## src/rtl/aes_pkg.sv

```systemverilog
// Shared AES byte/column types and field constants for the byte-serial round datapath.
package aes_pkg;

    localparam int unsigned AES_COL_BYTES   = 4;
    localparam int unsigned AES_STATE_BYTES = 16;
    localparam logic [7:0]  AES_POLY        = 8'h1B;

    typedef logic [7:0] byte_t;
    // Element k holds state byte s_k of the column.
    typedef byte_t [3:0] col_t;

endpackage

```

## src/rtl/mixcolumn.sv

```systemverilog
// Single-column AES MixColumns: o_k = 2*s_k ^ 3*s_(k+1) ^ s_(k+2) ^ s_(k+3) over GF(2^8).
module mixcolumn
    import aes_pkg::*;
(
    input  col_t state_col,
    output col_t mixed_col
);

    function automatic byte_t xtime(input byte_t b);
        return {b[6:0], 1'b0} ^ (b[7] ? AES_POLY : 8'h00);
    endfunction

    always_comb begin
        mixed_col = '0;
        for (int k = 0; k < 4; k++) begin
            mixed_col[2'(k)] = xtime(state_col[2'(k)])
                             ^ xtime(state_col[2'(k + 1)]) ^ state_col[2'(k + 1)]
                             ^ state_col[2'(k + 2)]
                             ^ state_col[2'(k + 3)];
        end
    end

endmodule

```

## src/rtl/mixcol_byte_seq.sv

```systemverilog
// Byte-serial wrapper around the single-column MixColumns unit: gathers 4 bytes,
// transforms them in one shot and streams the result bytes back out.
module mixcol_byte_seq
    import aes_pkg::*;
#(
    parameter int unsigned BLK_COLS = 4
) (
    input  logic       clk,
    input  logic       rst_n,
    input  logic       flush,
    input  logic       bypass,
    input  logic       in_valid,
    output logic       in_ready,
    input  logic [7:0] in_data,
    output logic       out_valid,
    input  logic       out_ready,
    output logic [7:0] out_data,
    output logic       out_last,
    output logic       busy
);

    if (BLK_COLS != 4) begin : g_bad_cols
        $error("mixcol_byte_seq: BLK_COLS must be 4");
    end

    logic       en_q;
    col_t       coll_q;
    logic [1:0] in_cnt_q;
    logic       coll_full_q;
    logic [2:0] out_cnt_q;
    col_t       shf_q;
    logic [3:0] shf_byp_q;
    logic [1:0] col_in_q;
    logic [1:0] out_col_q;
    logic [1:0] out_byte_q;
    logic       bypass_q;

    col_t mixed;
    logic xfer;
    logic accept;
    logic shift;
    logic blk_start;

    mixcolumn u_mixcolumn (
        .state_col (coll_q),
        .mixed_col (mixed)
    );

    assign xfer      = coll_full_q & ((out_cnt_q == 3'd0) | ((out_cnt_q == 3'd1) & out_ready));
    assign in_ready  = en_q & (~coll_full_q | xfer);
    assign accept    = in_valid & in_ready;
    assign out_valid = (out_cnt_q != 3'd0);
    assign shift     = out_valid & out_ready;
    assign out_data  = shf_q[0];
    assign out_last  = out_valid & (out_col_q == 2'd3) & (out_byte_q == 2'd3);
    assign busy      = coll_full_q | (in_cnt_q != 2'd0) | (out_cnt_q != 3'd0) |
                       (col_in_q != 2'd0) | (out_col_q != 2'd0);

    // A full collector means the next byte belongs to the following column, so a block
    // boundary can coincide with the xfer of the previous block's last column.
    assign blk_start = accept & (in_cnt_q == 2'd0) &
                       (coll_full_q ? (col_in_q == 2'd3) : (col_in_q == 2'd0));

    always_ff @(posedge clk or negedge rst_n) begin
        if (!rst_n) begin
            en_q        <= 1'b0;
            coll_q      <= '0;
            in_cnt_q    <= 2'd0;
            coll_full_q <= 1'b0;
            out_cnt_q   <= 3'd0;
            shf_q       <= '0;
            shf_byp_q   <= 4'd0;
            col_in_q    <= 2'd0;
            out_col_q   <= 2'd0;
            out_byte_q  <= 2'd0;
            bypass_q    <= 1'b0;
        end else if (flush) begin
            en_q        <= 1'b1;
            coll_q      <= '0;
            in_cnt_q    <= 2'd0;
            coll_full_q <= 1'b0;
            out_cnt_q   <= 3'd0;
            shf_q       <= '0;
            shf_byp_q   <= 4'd0;
            col_in_q    <= 2'd0;
            out_col_q   <= 2'd0;
            out_byte_q  <= 2'd0;
            bypass_q    <= 1'b0;
        end else begin
            en_q <= 1'b1;
            if (xfer) begin
                shf_q       <= bypass_q ? coll_q : mixed;
                shf_byp_q   <= {4{bypass_q}};
                out_cnt_q   <= 3'(AES_COL_BYTES);
                coll_full_q <= 1'b0;
                col_in_q    <= col_in_q + 2'd1;
            end else if (shift) begin
                shf_q     <= col_t'(shf_q >> 8);
                shf_byp_q <= shf_byp_q >> 1;
                out_cnt_q <= out_cnt_q - 3'd1;
            end
            if (shift) begin
                out_byte_q <= out_byte_q + 2'd1;
                if (out_byte_q == 2'd3) begin
                    out_col_q <= out_col_q + 2'd1;
                end
            end
            if (accept) begin
                coll_q[in_cnt_q] <= in_data;
                in_cnt_q         <= in_cnt_q + 2'd1;
                if (in_cnt_q == 2'd3) begin
                    coll_full_q <= 1'b1;
                end
                if (blk_start) begin
                    bypass_q <= bypass;
                end
            end
        end
    end

endmodule

```

## config.mk

```make
export PLATFORM = sky130hd
export DESIGN_NAME = mixcol_byte_seq
export DESIGN_NICKNAME = d
export VERILOG_FILES = /design/src/rtl/aes_pkg.sv /design/src/rtl/mixcolumn.sv /design/src/rtl/mixcol_byte_seq.sv
export SDC_FILE = /design/constraint.sdc
export NUM_CORES = 1
export LEC_CHECK = 0
export ABC_CLOCK_PERIOD_IN_PS = 5100
export BUFFER_PORTS_ARGS = -buffer_cell sky130_fd_sc_hd__buf_2
export CORE_ASPECT_RATIO = 0.8
export CORE_UTILIZATION = 31
export DETAILED_ROUTE_END_ITERATION = 16
export PLACE_DENSITY = 0.54
export SYNTH_ARGS = -nofsm -noshare
export SYNTH_HDL_FRONTEND = slang
export SYNTH_SLANG_ARGS = --single-unit
```

## constraint.sdc

```tcl
create_clock -name clk -period 5.1 [get_ports clk]
set_clock_uncertainty 0.05 [all_clocks]
set_input_delay 0.255 -clock clk [delete_from_list [all_inputs] [get_ports clk]]
set_output_delay 0.255 -clock clk [all_outputs]
set_load 0.005 [all_outputs]
```

Word-level counts from Yosys, hierarchy flattened
Cells that the tools add are included.

Register bits: 78. Output and inout port bits: 12. Logic and storage cells: 89.

Add/sub/neg operators: 5. $lt $le $gt $ge: 2. Eq/ne operators: 5. Multiplexer cells: 29. Bitwise gates (word level): 16. Reductions and logical operators: 16.

Operators with widths (count): 32-bit 2-to-1 mux (6); 32-bit bitwise mux (1); 2-bit 2-to-1 mux (9); 8-bit demux with 2-bit select (1); 2-bit nonzero test (8); 1-bit AND (9); 3-bit 2-to-1 mux (3); 2-bit by 1-bit adder with 2-bit output, second input constant (4); 2-bit equality test, second input constant (4); 1-bit 2-to-1 mux (8); 8-bit 2-to-1 mux (1); 1-bit OR (6); 3-bit nonzero test (2); 2-bit logical NOT (2); 2-bit AND reduction (2); 3-bit by 1-bit equality test with 1-bit output, second input constant (1); 3-bit logical NOT (1); 2-bit by 3-bit less-than comparator with 1-bit output, second input constant (1); 3-bit by 1-bit subtractor with 3-bit output, second input constant (1); 2-bit by 1-bit >= comparator with 1-bit output, second input constant (1); 1-bit logical AND (1); 1-bit NOT (1).

Depth between registers and ports, before layout
Depth after elaboration: 12. Depth in mapped cells: 9. Depth with buffers taken out: 7.

Modules after synthesis
A second synthesis with hierarchy kept.

Cells, all modules: 433. Area total of the unflattened synthesis: 4341.7 um2.

By module, submodules not included: mixcol_byte_seq (instances 1, cells an instance 400, area an instance 4097.7 um2); mixcolumn (instances 1, cells an instance 33, area an instance 244.0 um2).

Worst setup path after synthesis
Ideal clock, no wire load.

Path kind: reg-to-reg. From: register out_cnt_q[0]. To: register shf_q[25] in the netlist's numbering. Library setup time: 0.066 ns. Arrival: 1.729 ns. Required time: 4.984 ns. Slack: 3.255 ns. Cell stages (with the launch flop): 10. Path buffers: 2. Period minus slack after synthesis: 1.845 ns. Cell sequence: dfrtp_1 -> inv_1 -> ha_1 -> nor2b_4 -> inv_2 -> and2_1 -> buf_2 -> nor3b_4 -> buf_4 -> a22o_1.

Elaborated cells between the ends (all ways): 10. Classes of those cells: 1 x eq/ne; 2 x mux; 4 x bitwise; 3 x reduce/logical.

RTL lines: from (decl) (RTL line mixcol_byte_seq.sv:30) `logic [2:0] out_cnt_q;`; from (signal assigned) (RTL line mixcol_byte_seq.sv:94) `out_cnt_q <= 3'(AES_COL_BYTES);`; from (signal assigned) (RTL line mixcol_byte_seq.sv:100) `out_cnt_q <= out_cnt_q - 3'd1;`; 3-bit nonzero test (RTL line mixcol_byte_seq.sv:52) `assign out_valid = (out_cnt_q != 3'd0);`; net out_valid (RTL line mixcol_byte_seq.sv:15) `output logic out_valid,`; 1-bit AND (RTL line mixcol_byte_seq.sv:53) `assign shift = out_valid & out_ready;`; 3-bit nonzero test (no line); to (signal assigned) (RTL line mixcol_byte_seq.sv:92) `shf_q <= bypass_q ? coll_q : mixed;`; to (signal assigned) (RTL line mixcol_byte_seq.sv:98) `shf_q <= col_t'(shf_q >> 8);`; to (decl) (RTL line mixcol_byte_seq.sv:31) `col_t shf_q;`.

The timed path passes the listed nets, and every way through them passes these cells. A chain may end at the register's enable or synchronous reset.

Final worst setup path
From: register out_cnt_q[0]. To: register shf_q[29] in the netlist's numbering.

Word-level cells in the longest chain between the ends: 6. Elaborated cells between the ends (all ways): 10. Classes of those cells: 1 x eq/ne; 2 x mux; 4 x bitwise; 3 x reduce/logical.

RTL lines: 3-bit by 1-bit equality test with 1-bit output (RTL line mixcol_byte_seq.sv:49) `assign xfer = coll_full_q & ((out_cnt_q == 3'd0) | ((out_cnt_q == 3'd1) & out_ready));`; 1-bit AND (RTL line mixcol_byte_seq.sv:49); 1-bit OR (RTL line mixcol_byte_seq.sv:49); 1-bit AND (RTL line mixcol_byte_seq.sv:49); 32-bit 2-to-1 mux (RTL line mixcol_byte_seq.sv:91) `if (xfer) begin`; 32-bit 2-to-1 mux (RTL line mixcol_byte_seq.sv:77) `end else if (flush) begin`.

Several ways; a longest one is shown, not always the timed one.

==> metrics.txt <==
Post-DRT Antenna Nets 0; Rows 34; Total Neg Setup Slack 0 ps; number of synthesized flops with an enable pin 0; # port buffers 25; Max Freq ~0.39 GHz; ys flop type dfrtp_1; die height just under 100 um; Layout area overhead 13.98%; core area between 10000 and 15000 um^2; xor/xnor cell area share of the yosys netlist roughly 1.2%; post-DP HPWL 4682 um; Reg area 1952 um^2; layout cell share with drive strength beyond 1 between 15 and 20%; number of fill cells in the layout around 1100; largest family of logic cells by synthesized area compound AO/OA/AOI/OAI gates; count of pins over their slew limit 0; leak pwr 1.853 nW; vias in the first global route 2431; Worst Hold Class input pin to async pin; total of max-cap violations 0; antenna cells 0; CP top delay family simple AND/OR/NAND/NOR gates; Async SR Flop Fraction between 90% and 100%; Final Total Pwr approximately 0.0016 W; Core Util, Final a little under two fifths; Hold Fails Final Rpt 0; Worst VDD drop 0.2183 mV; r2r setup slk approximately 2500 ps; crit-path cells inv_1 > ha_1 > a21oi_1 > or2_1 > nor2_2 > a22o_1; status finished clean; Routed WL 7699 um; antenna violations before repair 0; first-pass GRT wire length roughly 13000 um; sequential-to-total area share from yosys stat roughly 54%; Yosys reg bits 78; cells resized by post-CTS repair 0; crit path max fanout 27; crit path capture type register; Synth Net Count approximately 340; post-synthesis average cell area approximately 12 um^2; DRC 0; buffers and inverters on the worst path 1; Root Buffer clkbuf_16; # IOs 26; Max stage delay cell, worst path or2_1; die area approximately 12000 um^2; # clock sinks 78; CTS H-Tree Depth 3; mux contribution to synthesized area a little under a tenth; Pre-Repair DR Iteration Count 4; worst slew pin tran ~1100 ps; final period utilization slightly above 50%; Post-Synth Simple-Gate Area roughly a tenth; Hold-fix buffers, CTS 0; post-synth cell types 35; initial core utilization between 30 and 40%; Post-Place Setup Slack 2561 ps; gpl congestion approximately 0.75; CP max stage delay 870 ps; DR iter-0 viols ~160; CTS tree done; vias per cell approximately 5; via count between 2000 and 2500; Remaining Overflow, GRT 0; Longest Clk Path Bufs 2; WL/cell 16.35 um; total CTS buffers 9; Cells after Synth between 300 and 400; post-CTS setup buffers 0; Post-Synth Adder-Cell Area between 4 and 5%; nets 348; footprint of the multi-input gates about 1500 um^2; Pwr per Cell Area 378.5 nW/um^2; final worst path period need approximately 2600 ps; CP startpoint kind register; endpoints failing setup 0; unrepaired setup endpoints after global routing false; Worst-path clk slew 60 ps; Required @ worst endpoint between 5000 and 6000 ps; Overall Global Routing Usage 14.04%; Compound-Gate Fraction of Synth Area between 10% and 20%; Mapped Area around 3600 um^2; Clk Latency, worst-skew pair between 300 and 400 ps; Die W 122.9 um; final worst slack about 2500 ps; Yosys warning count 0; Slew Limit Headroom between 20% and 30%; Setup CP Type register to register; WP data arrival approximately 2700 ps; largest net degree at the start of global routing 79
-- synthesized netlist by cell type (3+ instances only) --
master	number	area, um^2
a211oi_4	3	60.06
a21oi_1	8	40.04
a22o_1	8	70.07
a22oi_1	24	180.2
and2_1	3	18.77
buf_2	7	35.03
buf_4	11	82.58
clkbuf_1	7	26.28
dfrtp_1	78	1952
ha_1	12	150.1
inv_1	8	30.03
mux2i_1	34	340.3
nand2_1	10	37.54
nand2b_1	3	18.77
nand3_1	6	30.03
nor2_1	39	146.4
o2bb2ai_1	24	210.2
xnor2_1	5	43.79
-- worst reg2reg max path: cells and delay by family, from the launching register on --
family	cells	cell delay, ps
compound gates	2	550
flops	1	390
simple gates	2	1140
buf+inv	1	90
fa+ha+maj	1	250
-- kinds of logic after synthesis --
| group | count (synthesis) |
|---|---|
| AO/OA/AOI/OAI | 72 |
| XOR/XNOR | 5 |
| adder cells (fa/ha/maj) | 12 |
| buffers and inverters | 36 |
| flip-flops | 78 |
| multiplexers | 34 |
| other | 1 |
| AND/OR/NAND/NOR | 73 |
-- worst paths after layout --
check / from / end / cells after the start
worst max-delay path: out_cnt_q[0]$_DFFE_PN0P_ / shf_q[29]$_DFFE_PN0P_ / 6
worst min-delay path: rst_n / in_cnt_q[0]$_DFFE_PN0P_ / 1
worst max register to register: out_cnt_q[0]$_DFFE_PN0P_ / shf_q[29]$_DFFE_PN0P_ / 6
worst min register to register: coll_q[27]$_DFFE_PN0P_ / shf_q[27]$_DFFE_PN0P_ / 1
max in group asynchronous: rst_n / out_byte_q[0]$_DFFE_PN0P_ / 1
min in group clk: bypass / bypass_q$_DFFE_PN0P_ / 3
-- power breakdown --
| part | switching [W] | internal (W) | total [W] |
|---|---|---|---|
| logic | 0.000141 | 0.0000709 | 0.000212 |
| registers | 0.0000146 | 0.000636 | 0.000651 |
| clock network | 0.000233 | 0.000468 | 0.000701 |
-- metal layers --
layer | global-route usage (%) | wire length [um] | vias up
li1 | - | - | 1122
met1 | 21.14 | 4146 | 1173
met3 | 3.935 | 239 | 6
met2 | 19.62 | 3237 | 39
met4 | 3.377 | 75 | 0
met5 | 0 | 0 | -
-- sequential cells by signal, summed over array words and instances (netlist names) --
name,flops
bypass_q,1
out_col_q,2
out_data,8
coll_full_q,1
coll_q,32
out_byte_q,2
shf_q,24
out_cnt_q,3
en_q,1
in_cnt_q,2
col_in_q,2
-- cell type report --
class | count | area share (%)
repair buffers | 27 | 3.451
inverters | 9 | 0.8174
well taps | 144 | 4.360
clock buffers | 13 | 6.540
multi-input cells | 197 | 36.03
clock inverters | 3 | 1.574
flip-flops and latches | 78 | 47.23
-- layout by cell type, fill, tap and decap left out, types with 6 or more instances in the layout --
master and instances:
inv_1 8, clkbuf_16 9, nand3_1 6, a22o_1 8
nand2_1 10, nor2_1 39, a22oi_1 24, ha_1 12
o2bb2ai_1 24, dfrtp_1 78, mux2i_1 34, buf_2 24
a21oi_1 8
-- per-stage QoR --
stage / cell area (um^2) / hold slack (ps) / cells
floorplan: 3626 / -90.59 / 311
global placement: 3797 / 422.6 / 455
detailed placement: 3797 / 424.3 / 455
CTS: 4133 / 83.54 / 471
global route: 4133 / 123.5 / 471
finish: 4133 / 33.64 / 471
Power figures use the tool's default switching activity.
